### config.mk
export PLATFORM = sky130hd
export DESIGN_NAME = vga_draw_arbiter
export DESIGN_NICKNAME = d
export VERILOG_FILES = /design/src/rtl/vga_draw_pkg.sv /design/src/rtl/vga_draw_arbiter_rr_pick.sv /design/src/rtl/vga_draw_arbiter.sv
export SDC_FILE = /design/constraint.sdc
export NUM_CORES = 1
export LEC_CHECK = 0
export ABC_AREA = 1
export CORE_MARGIN = 2
export CORE_UTILIZATION = 45
export CTS_BUF_LIST = sky130_fd_sc_hd__clkbuf_2
export CTS_CLUSTER_DIAMETER = 100
export DETAILED_ROUTE_END_ITERATION = 10
export DONT_BUFFER_PORTS = 1
export HOLD_SLACK_MARGIN = 0.1
export MAX_ROUTING_LAYER = met4
export PLACE_DENSITY = 0.72
export SYNTH_ARGS = -nofsm -noshare
export SYNTH_HDL_FRONTEND = slang
export SYNTH_SLANG_ARGS = --single-unit
export TNS_END_PERCENT = 50
### constraint.sdc
create_clock -name clk -period 4.3 [get_ports clk]
set_input_delay 0.86 -clock clk [delete_from_list [all_inputs] [get_ports clk]]
set_output_delay 0.86 -clock clk [all_outputs]
set_load 0.02 [all_outputs]
### src/rtl/vga_draw_pkg.sv
// rtl/vga_draw_pkg.sv - shared constants, state encoding and requester indices for the draw arbiter.
package vga_draw_pkg;

  localparam int H_RES = 160;
  localparam int V_RES = 120;

  localparam int DEF_X_W     = 8;
  localparam int DEF_Y_W     = 7;
  localparam int DEF_COLOR_W = 3;

  typedef enum logic [1:0] {
    IDLE  = 2'd0,
    GRANT = 2'd1,
    DRAW  = 2'd2,
    DONE  = 2'd3
  } state_t;

  localparam int REQ_CLEAR    = 0;
  localparam int REQ_HOMEBASE = 1;
  localparam int REQ_ROCKET   = 2;
  localparam int REQ_SPRITE   = 3;

endpackage

### src/rtl/vga_draw_arbiter_rr_pick.sv
// rtl/vga_draw_arbiter_rr_pick.sv - combinational round-robin select, searching upward from ptr+1 with wrap.
module draw_rr_pick #(
  parameter int NUM_REQ = 4,
  parameter int IW      = 2
) (
  input  logic [NUM_REQ-1:0] req,
  input  logic [IW-1:0]      ptr,
  output logic [IW-1:0]      winner,
  output logic               valid
);

  logic [IW-1:0] cand;

  always_comb begin
    valid  = 1'b0;
    winner = '0;
    cand   = '0;
    for (int k = 1; k <= NUM_REQ; k++) begin
      cand = IW'((int'(ptr) + k) % NUM_REQ);
      if (!valid && req[cand]) begin
        valid  = 1'b1;
        winner = cand;
      end
    end
  end

endmodule

### src/rtl/vga_draw_arbiter.sv
// rtl/vga_draw_arbiter.sv - round-robin rectangle-fill arbiter driving the VGA plot port.
// Optional DRAW_ARB_CLIP_EN suppresses plots outside H_RES x V_RES instead of wrapping.
module vga_draw_arbiter
  import vga_draw_pkg::*;
#(
  parameter int NUM_REQ = 4,
  parameter int X_W     = DEF_X_W,
  parameter int Y_W     = DEF_Y_W,
  parameter int COLOR_W = DEF_COLOR_W
) (
  input  logic                       clk,
  input  logic                       resetn,
  input  logic [NUM_REQ-1:0]         req,
  input  logic [NUM_REQ*X_W-1:0]     rect_x,
  input  logic [NUM_REQ*Y_W-1:0]     rect_y,
  input  logic [NUM_REQ*X_W-1:0]     rect_w,
  input  logic [NUM_REQ*Y_W-1:0]     rect_h,
  input  logic [NUM_REQ*COLOR_W-1:0] rect_colour,
  output logic [NUM_REQ-1:0]         grant,
  output logic [NUM_REQ-1:0]         done,
  output logic                       busy,
  output logic [X_W-1:0]             vga_x,
  output logic [Y_W-1:0]             vga_y,
  output logic [COLOR_W-1:0]         vga_colour,
  output logic                       vga_plot
);

  localparam int IW = (NUM_REQ > 1) ? $clog2(NUM_REQ) : 1;

  state_t               state_q, state_d;
  logic [IW-1:0]        ptr_q, ptr_d, owner_q, owner_d;
  logic [X_W-1:0]       bx_q, bx_d, bw_q, bw_d, cx_q, cx_d;
  logic [Y_W-1:0]       by_q, by_d, bh_q, bh_d, cy_q, cy_d;
  logic [COLOR_W-1:0]   bc_q, bc_d;
  logic [NUM_REQ-1:0]   grant_q, grant_d, done_q, done_d;
  logic                 busy_q, busy_d, plot_q, plot_d;
  logic [X_W-1:0]       vga_x_q, vga_x_d;
  logic [Y_W-1:0]       vga_y_q, vga_y_d;
  logic [COLOR_W-1:0]   vga_colour_q, vga_colour_d;

  logic [IW-1:0]        pick_winner;
  logic                 pick_valid;
  logic                 size_ok, col_end, last_px, draw_px, in_bounds;
  logic [X_W-1:0]       nx, px_sel;
  logic [Y_W-1:0]       ny, py_sel;
  logic [NUM_REQ-1:0]   pick_1h, owner_1h;

  draw_rr_pick #(.NUM_REQ(NUM_REQ), .IW(IW)) u_pick (
    .req    (req),
    .ptr    (ptr_q),
    .winner (pick_winner),
    .valid  (pick_valid)
  );

  assign size_ok  = (bw_q != '0) && (bh_q != '0);
  assign col_end  = (cx_q == bw_q - X_W'(1));
  assign last_px  = col_end && (cy_q == bh_q - Y_W'(1));
  assign nx       = col_end ? '0 : cx_q + X_W'(1);
  assign ny       = col_end ? cy_q + Y_W'(1) : cy_q;
  // Outputs are registered, so each cycle computes the pixel shown next cycle.
  assign px_sel   = (state_q == GRANT) ? '0 : nx;
  assign py_sel   = (state_q == GRANT) ? '0 : ny;
  assign pick_1h  = NUM_REQ'(1) << pick_winner;
  assign owner_1h = NUM_REQ'(1) << owner_q;

`ifdef DRAW_ARB_CLIP_EN
  logic [X_W:0] ux;
  logic [Y_W:0] uy;
  assign ux        = {1'b0, bx_q} + {1'b0, px_sel};
  assign uy        = {1'b0, by_q} + {1'b0, py_sel};
  assign in_bounds = (ux < (X_W+1)'(H_RES)) && (uy < (Y_W+1)'(V_RES));
`else
  assign in_bounds = 1'b1;
`endif

  always_ff @(posedge clk or negedge resetn) begin
    if (!resetn) begin
      state_q      <= IDLE;
      ptr_q        <= IW'(NUM_REQ - 1);
      owner_q      <= '0;
      bx_q         <= '0;
      by_q         <= '0;
      bw_q         <= '0;
      bh_q         <= '0;
      bc_q         <= '0;
      cx_q         <= '0;
      cy_q         <= '0;
      grant_q      <= '0;
      done_q       <= '0;
      busy_q       <= 1'b0;
      plot_q       <= 1'b0;
      vga_x_q      <= '0;
      vga_y_q      <= '0;
      vga_colour_q <= '0;
    end else begin
      state_q      <= state_d;
      ptr_q        <= ptr_d;
      owner_q      <= owner_d;
      bx_q         <= bx_d;
      by_q         <= by_d;
      bw_q         <= bw_d;
      bh_q         <= bh_d;
      bc_q         <= bc_d;
      cx_q         <= cx_d;
      cy_q         <= cy_d;
      grant_q      <= grant_d;
      done_q       <= done_d;
      busy_q       <= busy_d;
      plot_q       <= plot_d;
      vga_x_q      <= vga_x_d;
      vga_y_q      <= vga_y_d;
      vga_colour_q <= vga_colour_d;
    end
  end

  always_comb begin
    state_d = state_q;
    case (state_q)
      IDLE:    if (pick_valid) state_d = GRANT;
      GRANT:   state_d = size_ok ? DRAW : DONE;
      DRAW:    if (last_px) state_d = DONE;
      DONE:    state_d = IDLE;
      default: state_d = IDLE;
    endcase
  end

  always_comb begin
    ptr_d        = ptr_q;
    owner_d      = owner_q;
    bx_d         = bx_q;
    by_d         = by_q;
    bw_d         = bw_q;
    bh_d         = bh_q;
    bc_d         = bc_q;
    cx_d         = cx_q;
    cy_d         = cy_q;
    grant_d      = '0;
    done_d       = '0;
    draw_px      = 1'b0;
    busy_d       = (state_d != IDLE);
    plot_d       = 1'b0;
    vga_x_d      = '0;
    vga_y_d      = '0;
    vga_colour_d = '0;
    case (state_q)
      IDLE: begin
        if (pick_valid) begin
          ptr_d   = pick_winner;
          owner_d = pick_winner;
          bx_d    = rect_x[pick_winner*X_W +: X_W];
          by_d    = rect_y[pick_winner*Y_W +: Y_W];
          bw_d    = rect_w[pick_winner*X_W +: X_W];
          bh_d    = rect_h[pick_winner*Y_W +: Y_W];
          bc_d    = rect_colour[pick_winner*COLOR_W +: COLOR_W];
          grant_d = pick_1h;
        end
      end
      GRANT: begin
        cx_d = '0;
        cy_d = '0;
        if (size_ok) begin
          grant_d = grant_q;
          draw_px = 1'b1;
        end else begin
          done_d = owner_1h;
        end
      end
      DRAW: begin
        if (last_px) begin
          done_d = owner_1h;
        end else begin
          grant_d = grant_q;
          cx_d    = nx;
          cy_d    = ny;
          draw_px = 1'b1;
        end
      end
      default: ;
    endcase
    if (draw_px) begin
      vga_x_d      = bx_q + px_sel;
      vga_y_d      = by_q + py_sel;
      vga_colour_d = bc_q;
      plot_d       = in_bounds;
    end
  end

  assign grant      = grant_q;
  assign done       = done_q;
  assign busy       = busy_q;
  assign vga_x      = vga_x_q;
  assign vga_y      = vga_y_q;
  assign vga_colour = vga_colour_q;
  assign vga_plot   = plot_q;

endmodule
==> reports/metrics.csv <==
stage,metric,value,unit
run_status,outcome,completed,
clocking,Clock Path Buffers,2,
worst_setup_path,"Largest delay share family, worst path",simple AND/OR/NAND/NOR gates,
clocking,number of gates resized after cts,0,
synth,Yosys reg bits,82,
floorplanning,Starting Density,0.456,
clocking,clock transition at the registers of the reported paths,0.24,ns
power_and_ir_drop,static leakage,0.00360,µW
hold_path,min-delay worst type,input port to async pin,
global_routing,initial antenna violation count,0,
timing,Max-slew headroom,0.549,
timing,Tmin final,3.51,ns
timing,max-slew violations,0,
global_routing,largest net degree at the start of global routing,83,
timing,Final Setup Violations,0,
worst_setup_path,CP peak stage delay,0.45,ns
clocking,Num CTS Buffers,9,
timing,final hold vios,0,
worst_setup_path,Worst EP arrival,4.03,ns
worst_setup_path,CP Depth,23,
worst_setup_path,Setup crit end kind,flip-flop,
place,GPL Wtd Cong,0.895,
worst_setup_path,count of buffer and inverter cells on the critical path,3,
timing,RSZ-0062 raised after global routing,false,
worst_setup_path,Register-to-Register Path Depth,23,
floorplanning,FP Rows,43,
floorplanning,CORE AREA,0.0138,mm²
clocking,root buffer cell,clkbuf_2,
clocking,CTS H-tree depth,3,
timing,crit share post-route,0.816,
worst_setup_path,crit start category,flip-flop,
synth,Netlist Area Pre-Place,0.00628,mm²
floorplanning,DIE AREA,0.0149,mm²
clocking,Post-CTS Hold Buffers,1,
detailed_routing,vias post-DR,5848,
synth,Syn Nets,1131,
worst_setup_path,r2r endpoint,vga_y[6],
synth,synthesized netlist cell count,971,
clocking,Skew-Pair Late Insertion Delay,0.58,ns
place,post-DP HPWL,11700,µm
clocking,Num Clock Sinks,82,
timing,hold_ws,0.110,ns
floorplanning,DIE WIDTH,122,µm
detailed_routing,DRT Pass-1 Iters,5,
detailed_routing,routed len/inst,14.1,µm
worst_setup_path,worst path required time,4.82,ns
power_and_ir_drop,Power Density,974,mW/mm²
synth,post-synth cell types,37,
global_routing,grt total ovfl,0,
cells_and_area,FILL cells,1473,
clocking,CTS tree,yes,
synth,YS warnings,0,
timing,worst clock skew,0.0286,ns
detailed_routing,DRT antenna net count,0,
cells_and_area,"commonest non-fill, non-tap cell in the layout",nand2_1,
floorplanning,Die Y,122,µm
cells_and_area,layout cell share with drive strength beyond 1,0.0431,
global_routing,Total GRT Usage,0.228,
worst_setup_path,slowest CP cell,dfrtp_1,
worst_setup_path,"Max FO, Critical Path",6,
place,PortBufs,0,
synth,synthesized area per cell,6.47,µm²
power_and_ir_drop,Max IR drop VDD,1.07,mV
cells_and_area,nets@finish,1106,
detailed_routing,DR vias/cell,5.17,
detailed_routing,WL final,16000,µm
global_routing,first-pass GRT wire length,26200,µm
worst_setup_path,critical path cell sequence,"inv_1, ha_1, nand2_1, nand2_1, nor2_1, and2_1, nand2_1, nor2_1, nand3_1, xor2_1, nor2_1, ha_1, inv_1, fa_1, inv_1, nand3_1, nand2_1, nand2_1, a21oi_1, o21ai_0, nand2_1, nand4_1, a21oi_1",
worst_setup_path,critical setup path kind,flip-flop to flip-flop,
synth,post-synthesis sequential area ratio,0.327,
timing,Fmax,285,MHz
detailed_routing,DRT iter0 DRCs,402,
worst_setup_path,Reg-to-Reg Start,bw_q[0],
global_routing,vias in the first global route,5399,
worst_setup_path,internal reg-to-reg setup slack,0.79,ns
floorplanning,IO Count,166,
cells_and_area,Layout area overhead,3.07,%
detailed_routing,detailed-route DRC error count,0,
timing,setup TNS,0,ns
clocking,postcts setup bufs,0,
run,max-cap check violation count,0,
worst_setup_path,most used cell along the critical path,nand2_1,
timing,actual slew at the worst max-slew pin,0.676,ns
cells_and_area,"commonest cells after routing, fill and taps aside","nand2_1, nand3_1, inv_1",
-- routing by layer --
metal  GRT usage  vias to the layer above  wire (µm)
met5           -                        -          0
met4      0.0560                        0        230
met3      0.0351                       22        949
met2       0.360                      169       7420
met1       0.310                     2661       7360
li1            -                     2996          -
-- cell usage after synthesis, drive strengths merged --
cell type  instances  area (µm²)
clkbuf             8        30.0
and2               3        18.8
nor2              73         287
nand4              7        43.8
nand2b             1        6.26
fa                 2        40.0
o31ai              2        15.0
nor4               1        6.26
a21oi             14        81.3
xnor3              1        22.5
a31oi              1        6.26
xor2              12         105
nand3            114         576
buf               35         257
inv              112         423
or2                3        18.8
nor3               8        40.0
nand2            392        1480
dfstp              2        52.6
dfrtp             80        2000
nand3b            36         270
o22ai             12        75.1
xnor2              5        43.8
o21ai             27         135
ha                20         250
-- worst max path at each step --
stage | start | to | slack [ns]
floorplan | bw_q[0] | vga_x[6] | 1.20
global route | bw_q[0] | vga_y[6] | 0.33
finish | bw_q[0] | vga_y[6] | 0.79
global placement | bw_q[0] | vga_y[6] | 0.91
detailed placement | bw_q[0] | vga_y[6] | 0.84
CTS | bw_q[0] | vga_y[6] | 0.78
-- cell type report --
| type | count | area, µm² | share of cell area |
|---|---|---|---|
| antenna | 1 | 2.50 | 0.000386 |
| clock buffer | 9 | 45.0 | 0.00696 |
| clock inverter | 7 | 116 | 0.0180 |
| inverter | 112 | 423 | 0.0653 |
| multi-input combinational | 734 | 3520 | 0.544 |
| sequential | 82 | 2050 | 0.317 |
| tap | 180 | 225 | 0.0348 |
| timing repair buffer | 7 | 85.1 | 0.0131 |
-- cell families after synthesis --
group           Yosys count  synth area share
simple gates            638             0.437
buf+inv                 155             0.113
flops                    82             0.327
compound gates           56            0.0498
fa+ha+maj                22            0.0462
xor+xnor                 18            0.0273
-- registers in the layout, indices dropped and copies added (netlist names), 3 cells and up --
name,cells
bc_q,3
bh_q,7
bw_q,8
bx_q,8
by_q,7
cx_q,8
cy_q,7
done,4
grant,4
vga_colour,3
vga_x,8
vga_y,7
-- power breakdown --
part | switching, µW | leakage [µW] | internal (µW)
Sequential | 388 | 0.00107 | 1090
Clock | 288 | 0.0000923 | 250
Combinational | 2930 | 0.00244 | 1370
-- stage by stage --
stage	utilization	total power [µW]	setup slack (ns)	area, µm²	instances
3_5_place_dp	0.456	5750	0.838	6280	1114
5_1_grt	0.470	7040	0.327	6470	1131
4_1_cts	0.470	6320	0.776	6470	1131
6_report	0.470	6310	0.789	6480	1132
2_1_floorplan	-	5070	1.20	6280	971
3_3_place_gp	0.456	5700	0.908	6280	1114
Note: power is estimated with default switching activity, not from simulation.
